File: config.mk
export PLATFORM = sky130hd
export DESIGN_NAME = rr_arb4
export DESIGN_NICKNAME = d
export VERILOG_FILES = /design/src/rtl/arb_pkg.sv /design/src/rtl/dec2x4_n.sv /design/src/rtl/rr_arb4.sv
export SDC_FILE = /design/constraint.sdc
export NUM_CORES = 1
export LEC_CHECK = 0
export ABC_CLOCK_PERIOD_IN_PS = 2100
export BUFFER_PORTS_ARGS = -buffer_cell sky130_fd_sc_hd__buf_2
export CORE_MARGIN = 2
export CORE_UTILIZATION = 32
export DETAILED_ROUTE_END_ITERATION = 12
export SLEW_MARGIN = 20
export SYNTH_ARGS = -nofsm -noshare
export SYNTH_HDL_FRONTEND = slang
export SYNTH_SLANG_ARGS = --single-unit
export TNS_END_PERCENT = 1
File: constraint.sdc
create_clock -name clk -period 2.1 [get_ports clk]
set_input_delay 0.105 -clock clk [delete_from_list [all_inputs] [get_ports clk]]
set_output_delay 0.105 -clock clk [all_outputs]
set_load 0.01 [all_outputs]
File: src/rtl/arb_pkg.sv
// Shared types and the rotate-priority search used by the 4-way round-robin arbiter.
package arb_pkg;

  localparam int NUM_REQ = 4;
  localparam int IDX_W   = 2;

  typedef enum logic {
    IDLE = 1'b0,
    BUSY = 1'b1
  } state_t;

  typedef struct packed {
    logic             found;
    logic [IDX_W-1:0] idx;
  } pick_t;

  // Scans ptr+1, ptr+2, ptr+3, then ptr itself; the last-granted index ends up lowest priority.
  function automatic pick_t rr_pick(input logic [NUM_REQ-1:0] reqVec,
                                    input logic [IDX_W-1:0]   ptr);
    pick_t            res;
    logic [IDX_W-1:0] cand;
    res = '{found: 1'b0, idx: '0};
    for (int k = 1; k <= NUM_REQ; k++) begin
      cand = ptr + IDX_W'(k);
      if (!res.found && reqVec[cand]) begin
        res.found = 1'b1;
        res.idx   = cand;
      end
    end
    return res;
  endfunction

endpackage

File: src/rtl/dec2x4_n.sv
// Combinational 2-to-4 decoder with active-low enable and active-low outputs.
module dec2x4_n
  import arb_pkg::*;
(
  input  logic [IDX_W-1:0]   i_sel,
  input  logic               i_en_n,
  output logic [NUM_REQ-1:0] o_y_n
);

  always_comb begin
    o_y_n = '1;
    if (!i_en_n) begin
      o_y_n[i_sel] = 1'b0;
    end
  end

endmodule

File: src/rtl/rr_arb4.sv
// Four-requester round-robin arbiter with a per-owner hold limit and timeout preemption.
module rr_arb4
  import arb_pkg::*;
#(
  parameter int MAX_HOLD = 8
)(
  input  logic               clk,
  input  logic               reset,
  input  logic [NUM_REQ-1:0] req,
  output logic [NUM_REQ-1:0] gnt_n,
  output logic [IDX_W-1:0]   gnt_idx,
  output logic               gnt_valid,
  output logic               preempt
);

  localparam logic [7:0] HOLD_LAST = 8'(MAX_HOLD - 1);

  state_t           r_state, w_state;
  logic [IDX_W-1:0] r_owner, w_owner;
  logic [IDX_W-1:0] r_ptr, w_ptr;
  logic [7:0]       r_hold, w_hold;
  logic             r_preempt, w_preempt;

  logic [NUM_REQ-1:0] w_ownerMask;
  pick_t              w_pickAll;
  pick_t              w_pickOther;
  logic               w_valid;

  assign w_ownerMask = NUM_REQ'(1) << r_owner;
  assign w_pickAll   = rr_pick(req, r_ptr);
  assign w_pickOther = rr_pick(req & ~w_ownerMask, r_ptr);

  always_ff @(posedge clk) begin
    if (reset) begin
      r_state   <= IDLE;
      r_owner   <= '0;
      r_ptr     <= IDX_W'(NUM_REQ - 1);
      r_hold    <= '0;
      r_preempt <= 1'b0;
    end else begin
      r_state   <= w_state;
      r_owner   <= w_owner;
      r_ptr     <= w_ptr;
      r_hold    <= w_hold;
      r_preempt <= w_preempt;
    end
  end

  // A dropped request wins over a coincident timeout, so the drop branch is tested first.
  always_comb begin
    w_state   = r_state;
    w_owner   = r_owner;
    w_ptr     = r_ptr;
    w_hold    = r_hold;
    w_preempt = 1'b0;
    case (r_state)
      IDLE: begin
        if (w_pickAll.found) begin
          w_state = BUSY;
          w_owner = w_pickAll.idx;
          w_ptr   = w_pickAll.idx;
          w_hold  = '0;
        end
      end
      BUSY: begin
        if (!req[r_owner]) begin
          w_hold = '0;
          if (w_pickOther.found) begin
            w_owner = w_pickOther.idx;
            w_ptr   = w_pickOther.idx;
          end else begin
            w_state = IDLE;
          end
        end else if (r_hold == HOLD_LAST) begin
          w_hold = '0;
          if (w_pickOther.found) begin
            w_owner   = w_pickOther.idx;
            w_ptr     = w_pickOther.idx;
            w_preempt = 1'b1;
          end
        end else begin
          w_hold = r_hold + 8'd1;
        end
      end
      default: begin
        w_state = IDLE;
        w_hold  = '0;
      end
    endcase
  end

  always_comb begin
    w_valid   = (r_state == BUSY);
    gnt_valid = w_valid;
    gnt_idx   = w_valid ? r_owner : '0;
    preempt   = r_preempt;
  end

  dec2x4_n u_dec (
    .i_sel  (r_owner),
    .i_en_n (~w_valid),
    .o_y_n  (gnt_n)
  );

endmodule

-- Word level (Yosys, flattened, before mapping)
Index checks and enable logic that the tools add are counted.
- output and inout bits: 8
- flip-flop bits (word level): 14
- muxes and demuxes: 47
- bitwise operators: 6
- shift operators: 1
- reduce and logical (&&, ||, !) cells: 15
- add/sub/neg operators: 4
- eq/ne operators: 3
- magnitude comparators: 6
- operators with widths (cell ; number):
    $mux 3 ; 8
    $mux 8 ; 3
    $bmux 1 s2 ; 9
    $mux 2 ; 8
    $pmux 8 s2 ; 1
    $lt 2x3->1 const B ; 5
    $mux 1 ; 13
    $add 8x1->8 const B ; 1
    $eq 8x3->1 const B ; 1
    $not 4->4 ; 2
    $pmux 2 s2 ; 2
    $logic_and 1x1->1 ; 7
    $logic_not 1->1 ; 6
    $add 2x2->2 const B ; 2
    $and 4x4->4 ; 1
    $mux 4 ; 1
    $reduce_or 4->1 ; 1
    $shl 1x2->4 const A ; 1
    $ne 3x2->1 const B ; 1
    $not 1->1 ; 3
    $add 2x1->2 const B ; 1
    $demux 1 s2 ; 1
    $ge 2x1->1 const B ; 1
    $ne 2x2->1 const B ; 1
    other kinds (2) ; 2

-- Depth between registers and ports, before layout
- depth after elaboration: 19
- mapped depth: 7
- mapped depth without buffers: 6

-- By module
From an unflattened synthesis, not the netlist that was laid out.
- cells, all modules: 137
- area total of the unflattened synthesis: 1092.3 µm²
- modules (own cells, without submodules) (module ; seq. area each (µm²) ; times used ; cells an instance ; area each (µm²)):
    rr_arb4 ; 280.3 ; 1 ; 133 ; 1061.0
    dec2x4_n ; 0.0 ; 1 ; 4 ; 31.3

-- Worst setup path before layout
No wires, ideal clock.
- path kind: reg-to-reg
- start point: reg r_owner[0]
- end point: reg r_owner[1]
- cell stages (with the launch flop): 6
- buffers on the path: 0
- data arrival time: 1.770 ns
- data required time: 2.008 ns
- slack: 0.237 ns
- library setup time: 0.092 ns
- cell sequence: dfxtp_1 -> mux4_2 -> a21boi_1 -> o31a_1 -> or3b_1 -> o32ai_1
- longest elaborated chain between the ends: 19
- RTL lines (item ; RTL line ; text):
    from (decl) ; rr_arb4.sv:19 ; logic [IDX_W-1:0] r_owner, w_owner;
    from (signal assigned) ; rr_arb4.sv:42 ; r_owner <= w_owner;
    $shl 1x2->4 ; rr_arb4.sv:29 ; assign w_ownerMask = NUM_REQ'(1) << r_owner;
    $not 4->4 ; rr_arb4.sv:31 ; assign w_pickOther = rr_pick(req & ~w_ownerMask, r_ptr);
    $and 4x4->4 ; rr_arb4.sv:31 ;
    $bmux 1 s2 ; arb_pkg.sv:25 ; if (!res.found && reqVec[cand]) begin
    $mux 1 (implied by the code) ; arb_pkg.sv:25 ;
    $mux 3 ; arb_pkg.sv:25 ;
    $logic_not 1->1 ; arb_pkg.sv:25 ;
    $logic_and 1x1->1 ; arb_pkg.sv:25 ;
    [3 not listed] ; n/a ;
    $mux 3 ; arb_pkg.sv:25 ;
    $logic_not 1->1 ; arb_pkg.sv:25 ;
    $logic_and 1x1->1 ; arb_pkg.sv:25 ;
    $mux 3 ; arb_pkg.sv:25 ;
    $mux 2 ; rr_arb4.sv:68, rr_arb4.sv:76 ;
    $mux 2 ; rr_arb4.sv:74 ; end else if (r_hold == HOLD_LAST) begin
    $mux 2 ; rr_arb4.sv:66 ; if (!req[r_owner]) begin
    $pmux 2 s2 ; rr_arb4.sv:56 ; case (r_state)
Parallel ways exist; a longest one is shown, timed or not. The select of a mux whose other input is x is not followed.
A chain may end at the register's enable or synchronous reset.

-- Worst setup path in the final report
Ends and elaborated chain as after synthesis.

==> results.toml <==
[routing]
wl_met1_um = 1390
via_count = 1203
ant_nets = 0
first_pass_iters = 4
wl_per_cell_um = 14.4
viasPerCell = 5.54
dr_wl_met2_um = 1490
wl_um = 3120
drt-initial-drc-count = 97
drc_errors = 0
met3WireLength_um = 192
top_layer_used = "met4"

[synthesis]
synthFlopType = "dfxtp_1"
synth.distinct_cells = 50
synth_seq_area_share_pct = 24.0
synth_edf_count = 0
syn-num-nets = 163
synth_area_mm2 = 0.00117
syn_avg_cell_area_um2 = 7.48
ys_warn_count = 0
synth_cells = 156
ys_ff_latch = 14
async_reset_ff_share_pct = 0

[place]
placedCellCount = 213
port_buffers = 13
place_congestion = 0.868
hpwl_um = 2270

[clock_network]
cts_tree = "yes"
cts.reportedPaths.clkPinSlew_ns = 0.09
cts_buffers = 3
clk_path_buf_depth = 2
clk_latency_ns = 0.29
clk_root_buffer_cell = "clkbuf_4"
cts.sinks = 14
htreeDepth = 1
postCtsSetupBuffers = 0

[global_routing]
antenna_found_initial = 0
grt_usage_pct = 16.2
overflow = 0
grt_max_degree = 17
grt_pass1_vias = 1164
grt_pass1_wl_um = 5290

[sta]
final_max_slew_viol_count = 0
hold_viol_final = 0
clock_skew_ns = 0.00703
finalSetupViolCount = 0
rsz0062_at_grt = "false"
fin_setup_tns_ns = 0
period_needed_ns = 1.93
period_share_pct = 92.0
tightest_slew_ns = 0.440
maxSlewHeadroom_pct = 70.6
fmax_mhz = 518

[setup_path]
rr_worst_depth = 5
startpoint_type = "register"
cp.arrival_ns = 2.14
worstSetupStartpoint = "r_owner[0]"
crit_type = "register to register"
r2r_setup_slack_ns = 0.17
critPathMaxFanout = 6
r2r-end = "r_owner[1]"
cp-end-kind = "register"
required_ns = 2.31
crit_end = "r_owner[1]"
rr_startpoint = "r_owner[0]"

[floorplanning]
die_x_um = 64.4
core_mm2 = 0.00342
die_height_um = 64.4
core.rowCount = 21
dieArea_mm2 = 0.00415
start_util_pct = 34.2
ios = 14

[final_layout]
drive_gt1_share_pct = 21.1
layout.nets = 179
n_fill_cell = 378
fin_cells = 217
seq_area_um2 = 283
area_delta_synth_final_pct = 15.4
multi_input_area_um2 = 823
antenna_cells = 0

[outcome]
status = "complete, no violations"

[flow_run]
cap_viol_max_count = 0

[power_and_ir_drop]
power_leakage_nw = 0.517
power_per_cell_area_mw_per_mm2 = 638
vdd_ir_drop_max_v = 0.000336

[hold_path]
worstHoldStart = "reset"
hp-class = "input port to register"
flip-flops by register name (all words and copies together) (netlist names):
name / count
preempt: 1
r_hold: 8
r_owner: 2
gnt_valid: 1
r_ptr: 2
worst min-delay path by stage:
stage | endpoint | cells past startpoint
floorplan | r_hold[2] | 1
global placement | r_hold[2] | 2
detailed placement | r_hold[2] | 2
CTS | r_hold[2] | 2
global route | r_hold[2] | 2
finish | r_hold[2] | 2
cells by family after synthesis:
kind of cell / synth area share (%)
DFF: 24.0
and+or+nand+nor: 32.6
AOI/OAI and AO/OA: 27.7
buffers and inverters: 5.57
muxes: 3.75
xor gates and xnor gates: 4.50
adders and majority gates: 1.93
area by class of cell:
class	instances	share of cell area (%)
inverter	6	1.67
tap	46	4.27
multi-input combinational	126	61.1
clock buffer	4	2.69
sequential	14	21.0
timing repair buffer	21	9.29
per-stage QoR:
stage          util (%)  hold WS (ns)  total power, mW  setup slack [ns]  cell area, µm²
2_1_floorplan         -         0.174            0.561             0.237            1170
3_3_place_gp       38.3         0.359            0.645             0.167            1310
3_5_place_dp       38.3         0.361            0.658             0.122            1310
4_1_cts            39.3        0.0463            0.858            0.0899            1340
5_1_grt            39.5        0.0620            0.917            0.0336            1350
6_report           39.5        0.0530            0.860             0.169            1350
what timing repair did:
item	in CTS	in global routing
endpoints found under the setup margin	0	3
hold endpoints to repair	0	0
resized for setup	0	3
hold buffers	0	0
power by group:
| group | total (mW) | switching, mW | internal [mW] |
|---|---|---|---|
| combinational | 0.332 | 0.179 | 0.153 |
| clock | 0.198 | 0.0926 | 0.106 |
| sequential | 0.329 | 0.0439 | 0.286 |
layout by cell type (no fill, tap or decap), types with 2 or more instances in the layout:
master and instances:
nor2_1 18, nand2_1 18, buf_2 13, dfxtp_1 12, a21oi_1 9, buf_4 8
inv_1 6, nand2b_1 6, or2_2 5, and2_1 4, a21boi_0 4, xnor2_1 4
nand4_1 3, o32ai_1 3, o221ai_1 3, o21ai_0 3, clkbuf_4 3, nor3b_1 2
nor4_1 2, xor2_1 2, nor3_1 2, or3b_1 2, a21boi_1 2, nor2b_1 2
o2111ai_1 2, a211oi_1 2, o31ai_1 2, o211ai_1 2, dfxtp_2 2
per-layer routing:
metal | GRT usage, % | vias up
met5 | 0 | -
met4 | 7.71 | 0
met1 | 21.2 | 558
met3 | 1.41 | 5
li1 | - | 603
met2 | 26.6 | 37
Yosys cell counts, types with 3 or more instances:
master	n	area [µm²]
dfxtp_1	14	280
clkbuf_1	6	22.5
nand4_1	3	18.8
nand2_1	18	67.6
inv_1	6	22.5
o221ai_1	3	26.3
xnor2_1	4	35.0
a21boi_0	4	30.0
nor2_1	18	67.6
and2_1	4	25.0
or2_2	5	31.3
a21oi_1	9	45.0
nand2b_1	6	37.5
o32ai_1	3	26.3
o21ai_0	3	15.0
buf_2	4	20.0
worst max-delay path, cell delays in order (launching register included):
cell and delay [ns]:
dfxtp_2 0.36, mux4_2 0.55, a21boi_1 0.16, o31a_1 0.30, or3b_1 0.36, o32ai_1 0.11
Note: power is estimated with default switching activity, not from simulation.
